### config.mk
export PLATFORM = sky130hd
export DESIGN_NAME = l1_memory_arbiter_flat
export DESIGN_NICKNAME = d
export VERILOG_FILES = /design/src/rtl/l1_memory_arbiter_if.sv /design/src/rtl/l1_memory_arbiter.sv /design/src/flat_wrapper.sv
export SDC_FILE = /design/constraint.sdc
export NUM_CORES = 1
export LEC_CHECK = 0
export CAP_MARGIN = 20
export CORE_MARGIN = 3
export CORE_UTILIZATION = 25
export DETAILED_ROUTE_END_ITERATION = 8
export GPL_ROUTABILITY_DRIVEN = 0
export PLACE_DENSITY = 0.65
export SLEW_MARGIN = 20
export SYNTH_ARGS = -nofsm -noshare
export SYNTH_HDL_FRONTEND = slang
export SYNTH_SLANG_ARGS = --single-unit
### constraint.sdc
create_clock -name clk -period 1.5 [get_ports clk]
set_input_delay 0.3 -clock clk [delete_from_list [all_inputs] [get_ports clk]]
set_output_delay 0.3 -clock clk [all_outputs]
set_load 0.01 [all_outputs]
### src/rtl/l1_memory_arbiter_if.sv
// Arbiter connection bundle: I-cache port, D-cache port and the shared memory bus.
// The slave modport is the arbiter's view; master is the surrounding caches and memory.
interface l1_memory_arbiter_if #(
    parameter int ADDR_WIDTH = 32,
    parameter int DATA_WIDTH = 32
);
    logic                      instruction_memory_request;
    logic [ADDR_WIDTH-1:0]     instruction_memory_address;
    logic [DATA_WIDTH-1:0]     instruction_memory_read_data;
    logic                      instruction_memory_ready;

    logic                      data_memory_request;
    logic                      data_memory_write_enable;
    logic [ADDR_WIDTH-1:0]     data_memory_address;
    logic [DATA_WIDTH-1:0]     data_memory_write_data;
    logic [DATA_WIDTH/8-1:0]   data_memory_byte_enable;
    logic [DATA_WIDTH-1:0]     data_memory_read_data;
    logic                      data_memory_ready;

    logic                      bus_request;
    logic                      bus_write_enable;
    logic [ADDR_WIDTH-1:0]     bus_address;
    logic [DATA_WIDTH-1:0]     bus_write_data;
    logic [DATA_WIDTH/8-1:0]   bus_byte_enable;
    logic [DATA_WIDTH-1:0]     bus_read_data;
    logic                      bus_ready;

    modport master (
        output instruction_memory_request, instruction_memory_address,
        input  instruction_memory_read_data, instruction_memory_ready,
        output data_memory_request, data_memory_write_enable, data_memory_address,
        output data_memory_write_data, data_memory_byte_enable,
        input  data_memory_read_data, data_memory_ready,
        input  bus_request, bus_write_enable, bus_address, bus_write_data, bus_byte_enable,
        output bus_read_data, bus_ready
    );

    modport slave (
        input  instruction_memory_request, instruction_memory_address,
        output instruction_memory_read_data, instruction_memory_ready,
        input  data_memory_request, data_memory_write_enable, data_memory_address,
        input  data_memory_write_data, data_memory_byte_enable,
        output data_memory_read_data, data_memory_ready,
        output bus_request, bus_write_enable, bus_address, bus_write_data, bus_byte_enable,
        input  bus_read_data, bus_ready
    );
endinterface

### src/rtl/l1_memory_arbiter.sv
// Round-robin arbiter merging L1 I-cache and D-cache single-word requests onto one
// registered memory bus port; one outstanding beat, IDLE -> BUSY -> RESP per beat.
module l1_memory_arbiter #(
    parameter int ADDR_WIDTH     = 32,
    parameter int DATA_WIDTH     = 32,
    parameter bit RESET_PRIORITY = 1'b0
) (
    input logic                clk,
    input logic                rst,
    l1_memory_arbiter_if.slave mem
);
    localparam int BE_WIDTH = DATA_WIDTH / 8;

    typedef enum logic [1:0] {
        IDLE = 2'd0,
        BUSY = 2'd1,
        RESP = 2'd2
    } state_t;

    state_t                state_reg, state_next;
    // 1 = data side; also identifies the side owning the beat in flight
    logic                  last_grant_reg, last_grant_next;
    logic                  pick_data;

    logic                  bus_request_reg, bus_request_next;
    logic                  bus_write_enable_reg, bus_write_enable_next;
    logic [ADDR_WIDTH-1:0] bus_address_reg, bus_address_next;
    logic [DATA_WIDTH-1:0] bus_write_data_reg, bus_write_data_next;
    logic [BE_WIDTH-1:0]   bus_byte_enable_reg, bus_byte_enable_next;

    logic                  instruction_ready_reg, instruction_ready_next;
    logic                  data_ready_reg, data_ready_next;
    logic [DATA_WIDTH-1:0] instruction_read_data_reg, instruction_read_data_next;
    logic [DATA_WIDTH-1:0] data_read_data_reg, data_read_data_next;

    // Data wins when it is alone, or when both contend and instruction went last
    assign pick_data = mem.data_memory_request &&
                       (!mem.instruction_memory_request || !last_grant_reg);

    always_comb begin
        state_next                 = state_reg;
        last_grant_next            = last_grant_reg;
        bus_request_next           = bus_request_reg;
        bus_write_enable_next      = bus_write_enable_reg;
        bus_address_next           = bus_address_reg;
        bus_write_data_next        = bus_write_data_reg;
        bus_byte_enable_next       = bus_byte_enable_reg;
        instruction_ready_next     = 1'b0;
        data_ready_next            = 1'b0;
        instruction_read_data_next = '0;
        data_read_data_next        = '0;

        case (state_reg)
            IDLE: begin
                if (mem.instruction_memory_request || mem.data_memory_request) begin
                    last_grant_next  = pick_data;
                    bus_request_next = 1'b1;
                    state_next       = BUSY;
                    if (pick_data) begin
                        bus_write_enable_next = mem.data_memory_write_enable;
                        bus_address_next      = mem.data_memory_address;
                        bus_write_data_next   = mem.data_memory_write_data;
                        bus_byte_enable_next  = mem.data_memory_byte_enable;
                    end else begin
                        bus_write_enable_next = 1'b0;
                        bus_address_next      = mem.instruction_memory_address;
                        bus_write_data_next   = '0;
                        bus_byte_enable_next  = '0;
                    end
                end
            end
            BUSY: begin
                if (mem.bus_ready) begin
                    bus_request_next = 1'b0;
                    state_next       = RESP;
                    if (last_grant_reg) begin
                        data_ready_next     = 1'b1;
                        data_read_data_next = mem.bus_read_data;
                    end else begin
                        instruction_ready_next     = 1'b1;
                        instruction_read_data_next = mem.bus_read_data;
                    end
                end
            end
            RESP: begin
                state_next = IDLE;
            end
            default: begin
                state_next = IDLE;
            end
        endcase
    end

    always_ff @(posedge clk) begin
        if (rst) begin
            state_reg                 <= IDLE;
            last_grant_reg            <= !RESET_PRIORITY;
            bus_request_reg           <= 1'b0;
            bus_write_enable_reg      <= 1'b0;
            bus_address_reg           <= '0;
            bus_write_data_reg        <= '0;
            bus_byte_enable_reg       <= '0;
            instruction_ready_reg     <= 1'b0;
            data_ready_reg            <= 1'b0;
            instruction_read_data_reg <= '0;
            data_read_data_reg        <= '0;
        end else begin
            state_reg                 <= state_next;
            last_grant_reg            <= last_grant_next;
            bus_request_reg           <= bus_request_next;
            bus_write_enable_reg      <= bus_write_enable_next;
            bus_address_reg           <= bus_address_next;
            bus_write_data_reg        <= bus_write_data_next;
            bus_byte_enable_reg       <= bus_byte_enable_next;
            instruction_ready_reg     <= instruction_ready_next;
            data_ready_reg            <= data_ready_next;
            instruction_read_data_reg <= instruction_read_data_next;
            data_read_data_reg        <= data_read_data_next;
        end
    end

    assign mem.bus_request                  = bus_request_reg;
    assign mem.bus_write_enable             = bus_write_enable_reg;
    assign mem.bus_address                  = bus_address_reg;
    assign mem.bus_write_data               = bus_write_data_reg;
    assign mem.bus_byte_enable              = bus_byte_enable_reg;
    assign mem.instruction_memory_ready     = instruction_ready_reg;
    assign mem.instruction_memory_read_data = instruction_read_data_reg;
    assign mem.data_memory_ready            = data_ready_reg;
    assign mem.data_memory_read_data        = data_read_data_reg;
endmodule

### src/flat_wrapper.sv
// flat-port wrapper written by rule: the top's interface ports become plain ports
module l1_memory_arbiter_flat 
#(
    parameter int ADDR_WIDTH     = 32,
    parameter int DATA_WIDTH     = 32,
    parameter bit RESET_PRIORITY = 1'b0
)
  (clk, rst, mem_instruction_memory_request, mem_instruction_memory_address, mem_instruction_memory_read_data, mem_instruction_memory_ready, mem_data_memory_request, mem_data_memory_write_enable, mem_data_memory_address, mem_data_memory_write_data, mem_data_memory_byte_enable, mem_data_memory_read_data, mem_data_memory_ready, mem_bus_request, mem_bus_write_enable, mem_bus_address, mem_bus_write_data, mem_bus_byte_enable, mem_bus_read_data, mem_bus_ready);
  l1_memory_arbiter_if #(.ADDR_WIDTH(ADDR_WIDTH), .DATA_WIDTH(DATA_WIDTH)) mem_i ();
  input logic clk;
  input logic rst;
  input wire logic [$bits(mem_i.instruction_memory_request)-1:0] mem_instruction_memory_request;
  input wire logic [$bits(mem_i.instruction_memory_address)-1:0] mem_instruction_memory_address;
  output wire logic [$bits(mem_i.instruction_memory_read_data)-1:0] mem_instruction_memory_read_data;
  output wire logic [$bits(mem_i.instruction_memory_ready)-1:0] mem_instruction_memory_ready;
  input wire logic [$bits(mem_i.data_memory_request)-1:0] mem_data_memory_request;
  input wire logic [$bits(mem_i.data_memory_write_enable)-1:0] mem_data_memory_write_enable;
  input wire logic [$bits(mem_i.data_memory_address)-1:0] mem_data_memory_address;
  input wire logic [$bits(mem_i.data_memory_write_data)-1:0] mem_data_memory_write_data;
  input wire logic [$bits(mem_i.data_memory_byte_enable)-1:0] mem_data_memory_byte_enable;
  output wire logic [$bits(mem_i.data_memory_read_data)-1:0] mem_data_memory_read_data;
  output wire logic [$bits(mem_i.data_memory_ready)-1:0] mem_data_memory_ready;
  output wire logic [$bits(mem_i.bus_request)-1:0] mem_bus_request;
  output wire logic [$bits(mem_i.bus_write_enable)-1:0] mem_bus_write_enable;
  output wire logic [$bits(mem_i.bus_address)-1:0] mem_bus_address;
  output wire logic [$bits(mem_i.bus_write_data)-1:0] mem_bus_write_data;
  output wire logic [$bits(mem_i.bus_byte_enable)-1:0] mem_bus_byte_enable;
  input wire logic [$bits(mem_i.bus_read_data)-1:0] mem_bus_read_data;
  input wire logic [$bits(mem_i.bus_ready)-1:0] mem_bus_ready;
  assign mem_i.instruction_memory_request = mem_instruction_memory_request;
  assign mem_i.instruction_memory_address = mem_instruction_memory_address;
  assign mem_instruction_memory_read_data = mem_i.instruction_memory_read_data;
  assign mem_instruction_memory_ready = mem_i.instruction_memory_ready;
  assign mem_i.data_memory_request = mem_data_memory_request;
  assign mem_i.data_memory_write_enable = mem_data_memory_write_enable;
  assign mem_i.data_memory_address = mem_data_memory_address;
  assign mem_i.data_memory_write_data = mem_data_memory_write_data;
  assign mem_i.data_memory_byte_enable = mem_data_memory_byte_enable;
  assign mem_data_memory_read_data = mem_i.data_memory_read_data;
  assign mem_data_memory_ready = mem_i.data_memory_ready;
  assign mem_bus_request = mem_i.bus_request;
  assign mem_bus_write_enable = mem_i.bus_write_enable;
  assign mem_bus_address = mem_i.bus_address;
  assign mem_bus_write_data = mem_i.bus_write_data;
  assign mem_bus_byte_enable = mem_i.bus_byte_enable;
  assign mem_i.bus_read_data = mem_bus_read_data;
  assign mem_i.bus_ready = mem_bus_ready;
  l1_memory_arbiter #(.ADDR_WIDTH(ADDR_WIDTH), .DATA_WIDTH(DATA_WIDTH), .RESET_PRIORITY(RESET_PRIORITY)) u_core (.clk(clk), .rst(rst), .mem(mem_i));
endmodule
==> summary.txt <==
Timing
  • Slew Limit Fails: 0
  • Setup violators final: 0
  • Tmin final: ~1400 ps
  • Crit share post-route: 0.908
  • Setup TNS Final: 0 ps
  • Worst slew pin tran: roughly 460 ps
  • Final Hold Fails: 0
  • RSZ-0062 raised after global routing: no
  • Clk_skew: 12.6 ps
  • Max Freq: 734 MHz
  • Max-slew headroom: 0.694
  • Fin Hold WS: about 380 ps

Critical path
  • Slowest CP cell: dfxtp_1
  • Setup CP Type: reg -> out
  • Worst Path Required: 1200 ps
  • Crit path largest cell delay: 360 ps
  • CP delay by family, top: flip-flops
  • CP endpoint kind: output port
  • Worst Path Max Fanout: 2
  • Crit path DAT: roughly 1100 ps
  • Worst path cell trace: dlygate4sd2_1
  • Startpoint Class: flip-flop
  • CP Buf/Inv Count: 1

Power and ir drop
  • Total Power: between 0.009 and 0.01 W
  • Internal power: 0.00716 W
  • Peak VDD IR: roughly 0.7 mV
  • Switching Fraction: 0.265
  • Sw Pwr: 0.00258 W
  • Clock power share: 0.436
  • Reg power frac: 0.408
  • Logic pwr share: 0.156
  • LEAKAGE: approximately 3.8 nW
  • PD cells: 1160 nW/um2

Route
  • Vias: 4756
  • TritonRoute pass-1 iters: 4
  • Drt drc: 0
  • Final WL: 17.2 mm
  • DR iter-0 viols: 208
  • Final ANT Viol Nets: 0
  • DR WL/cell: 16.4 um
  • Vias/cell: 4.55

Global routing
  • Number of global-route vias before repair: around 4500
  • Largest net degree at the start of global routing: 73
  • Gr ovfl total: 0
  • First-pass GRT wire length: about 26 mm
  • GR Util All Layers: 0.157
  • Initial antenna violation count: 1

Synthesis
  • Yosys top cell area share: 0.576
  • Post-synthesis net count: 653
  • YS warnings: 0
  • Cell Area, Synth: 4830 um2
  • Distinct cells, synth: 24
  • Synthesized area per cell: between 9 and 10 um2
  • Synth top area cells: dfxtp_1, a21oi_1, a311oi_1
  • Area leader, netlist: dfxtp_1
  • Sequential-to-total area share from yosys stat: 0.576
  • Cell count after synthesis: ~520
  • #FFs+latches synth: 139

CTS
  • Clock latency on the worst-skew pair: about 420 ps
  • Root Buffer: clkbuf_16
  • CTS clk-pin slew, worst paths: 60 ps
  • Clk sinks: 139
  • Max Buffers Root-to-Sink: 2
  • Num CTS Buffers: 17
  • CTS tree: yes
  • H-tree depth: 4
  • Setup bufs post-CTS: 0

Finish
  • P&R area growth vs syn: 73.1%
  • Sequential Area: between 2000 and 3000 um2
  • ANT cells: 0
  • Layout cells sized above 1: 0.0726
  • Post-Layout Cell Count: 1045
  • Layout filler cell count: 1833
  • Finished Cell Area: 8370 um2
  • Nets: between 900 and 1000
  • Area occupied by multi-input gates: 1820 um2

Placement
  • Cell Area, Placed: 7950 um2
  • Port bufs: around 270
  • Post-DP HPWL: 11.6 mm
  • Placed Cells: 1013

Floorplan
  • Core Area: 18800 um2
  • Die height: 145 um
  • Std cell rows: 50
  • Die Area: 21000 um2
  • # IOs: 274
  • Die Span X: 145 um
  • Starting Density: 0.257

Min path
  • Worst min-delay path class: in -> reg

Run status
  • Status: finished, final reports clean

Job
  • MaxCap Viol Count: 0
power by group through the flow:
stage	combinational, W	sequential, W	clock [W]
after floorplan	0.000550	0.00414	0
after global placement	0.00166	0.00406	0
after detailed placement	0.00166	0.00406	0
after CTS	0.00154	0.00398	0.00438
after global routing	0.00165	0.00399	0.00452
final	0.00152	0.00397	0.00425
timing repair:
action	CTS	global route
hold buffers	0	0
setup endpoints to repair	136	0
hold endpoints to repair	0	0
gates resized for setup	136	0
cell usage in the layout, fill, tap and decap left out, drive strengths merged, types with 2 or more instances in the layout:
cell type        n
and3            32
nand4           37
or2              2
dlygate4sd2    136
clkdlybuf4s50  136
a311oi          32
o21ai           37
buf             20
clkbuf          18
clkinv           3
inv              7
dfxtp          139
and2            33
a21oi           71
bufinv           2
nor2             3
nand2           67
clkinvlp         2
kinds of logic (layout without fill, tap and decap cells):
kind of cell	count (synthesis)	count (layout)	synth area share
buf+inv	54	324	0.0500
simple gates	179	179	0.198
flops	139	139	0.576
compound gates	143	143	0.176
per-layer routing:
| layer | part of all wire | wire length, um | vias up | track usage |
|---|---|---|---|---|
| met4 | 0.016 | 278 | 2 | 0.0537 |
| met5 | 0.00076 | 13 | - | 0 |
| met1 | 0.45 | 7680 | 2193 | 0.204 |
| met2 | 0.46 | 7950 | 190 | 0.242 |
| li1 | - | - | 2352 | - |
| met3 | 0.072 | 1240 | 19 | 0.0597 |
worst paths after layout:
| kind | startpoint | cells after the start | slack (ps) | end |
|---|---|---|---|---|
| hold / removal | rst | 3 | 380 | u_core.state_reg[0] |
| setup reg to reg | u_core.state_reg[1] | 4 | 170 | u_core.mem.instruction_memory_read_data[14] |
| setup / recovery | u_core.mem.bus_address[20] | 1 | 140 | mem_bus_address[20] |
| hold reg to reg | u_core.mem.bus_request | 2 | 460 | u_core.mem.bus_request |
synthesized netlist by cell type:
master    number
a211o_1        1
a21bo_1        1
a21boi_2       1
a21oi_1       71
a311oi_1      32
and2_1        33
and2b_1        1
and3_1        32
and4bb_2       1
buf_1          1
buf_2         28
buf_4          1
clkbuf_1      24
dfxtp_1      139
nand2_1       67
nand3b_1       1
nand4_1       37
nor2_1         2
nor2_2         1
nor3_1         1
o21ai_0       27
o21ai_1       10
or2_1          2
or3b_2         1
area by class of cell:
class,count,share of cell area
clock buffer,18,0.0513
clock inverter,14,0.0191
multi-input combinational,322,0.217
sequential,139,0.333
tap,260,0.0389
timing repair buffer,292,0.341
metrics by stage:
step	setup slack, ps	util
2_1_floorplan	169	-
3_3_place_gp	-186	0.422
3_5_place_dp	-269	0.422
4_1_cts	107	0.444
5_1_grt	52.2	0.444
6_report	138	0.444
worst min-delay path, delay by kind of cell:
| family | cells | cell delay, ps |
|---|---|---|
| buffers and inverters | 2 | 310 |
| AO/OA/AOI/OAI | 1 | 130 |
No activity file was read; power rests on OpenSTA's default activity.
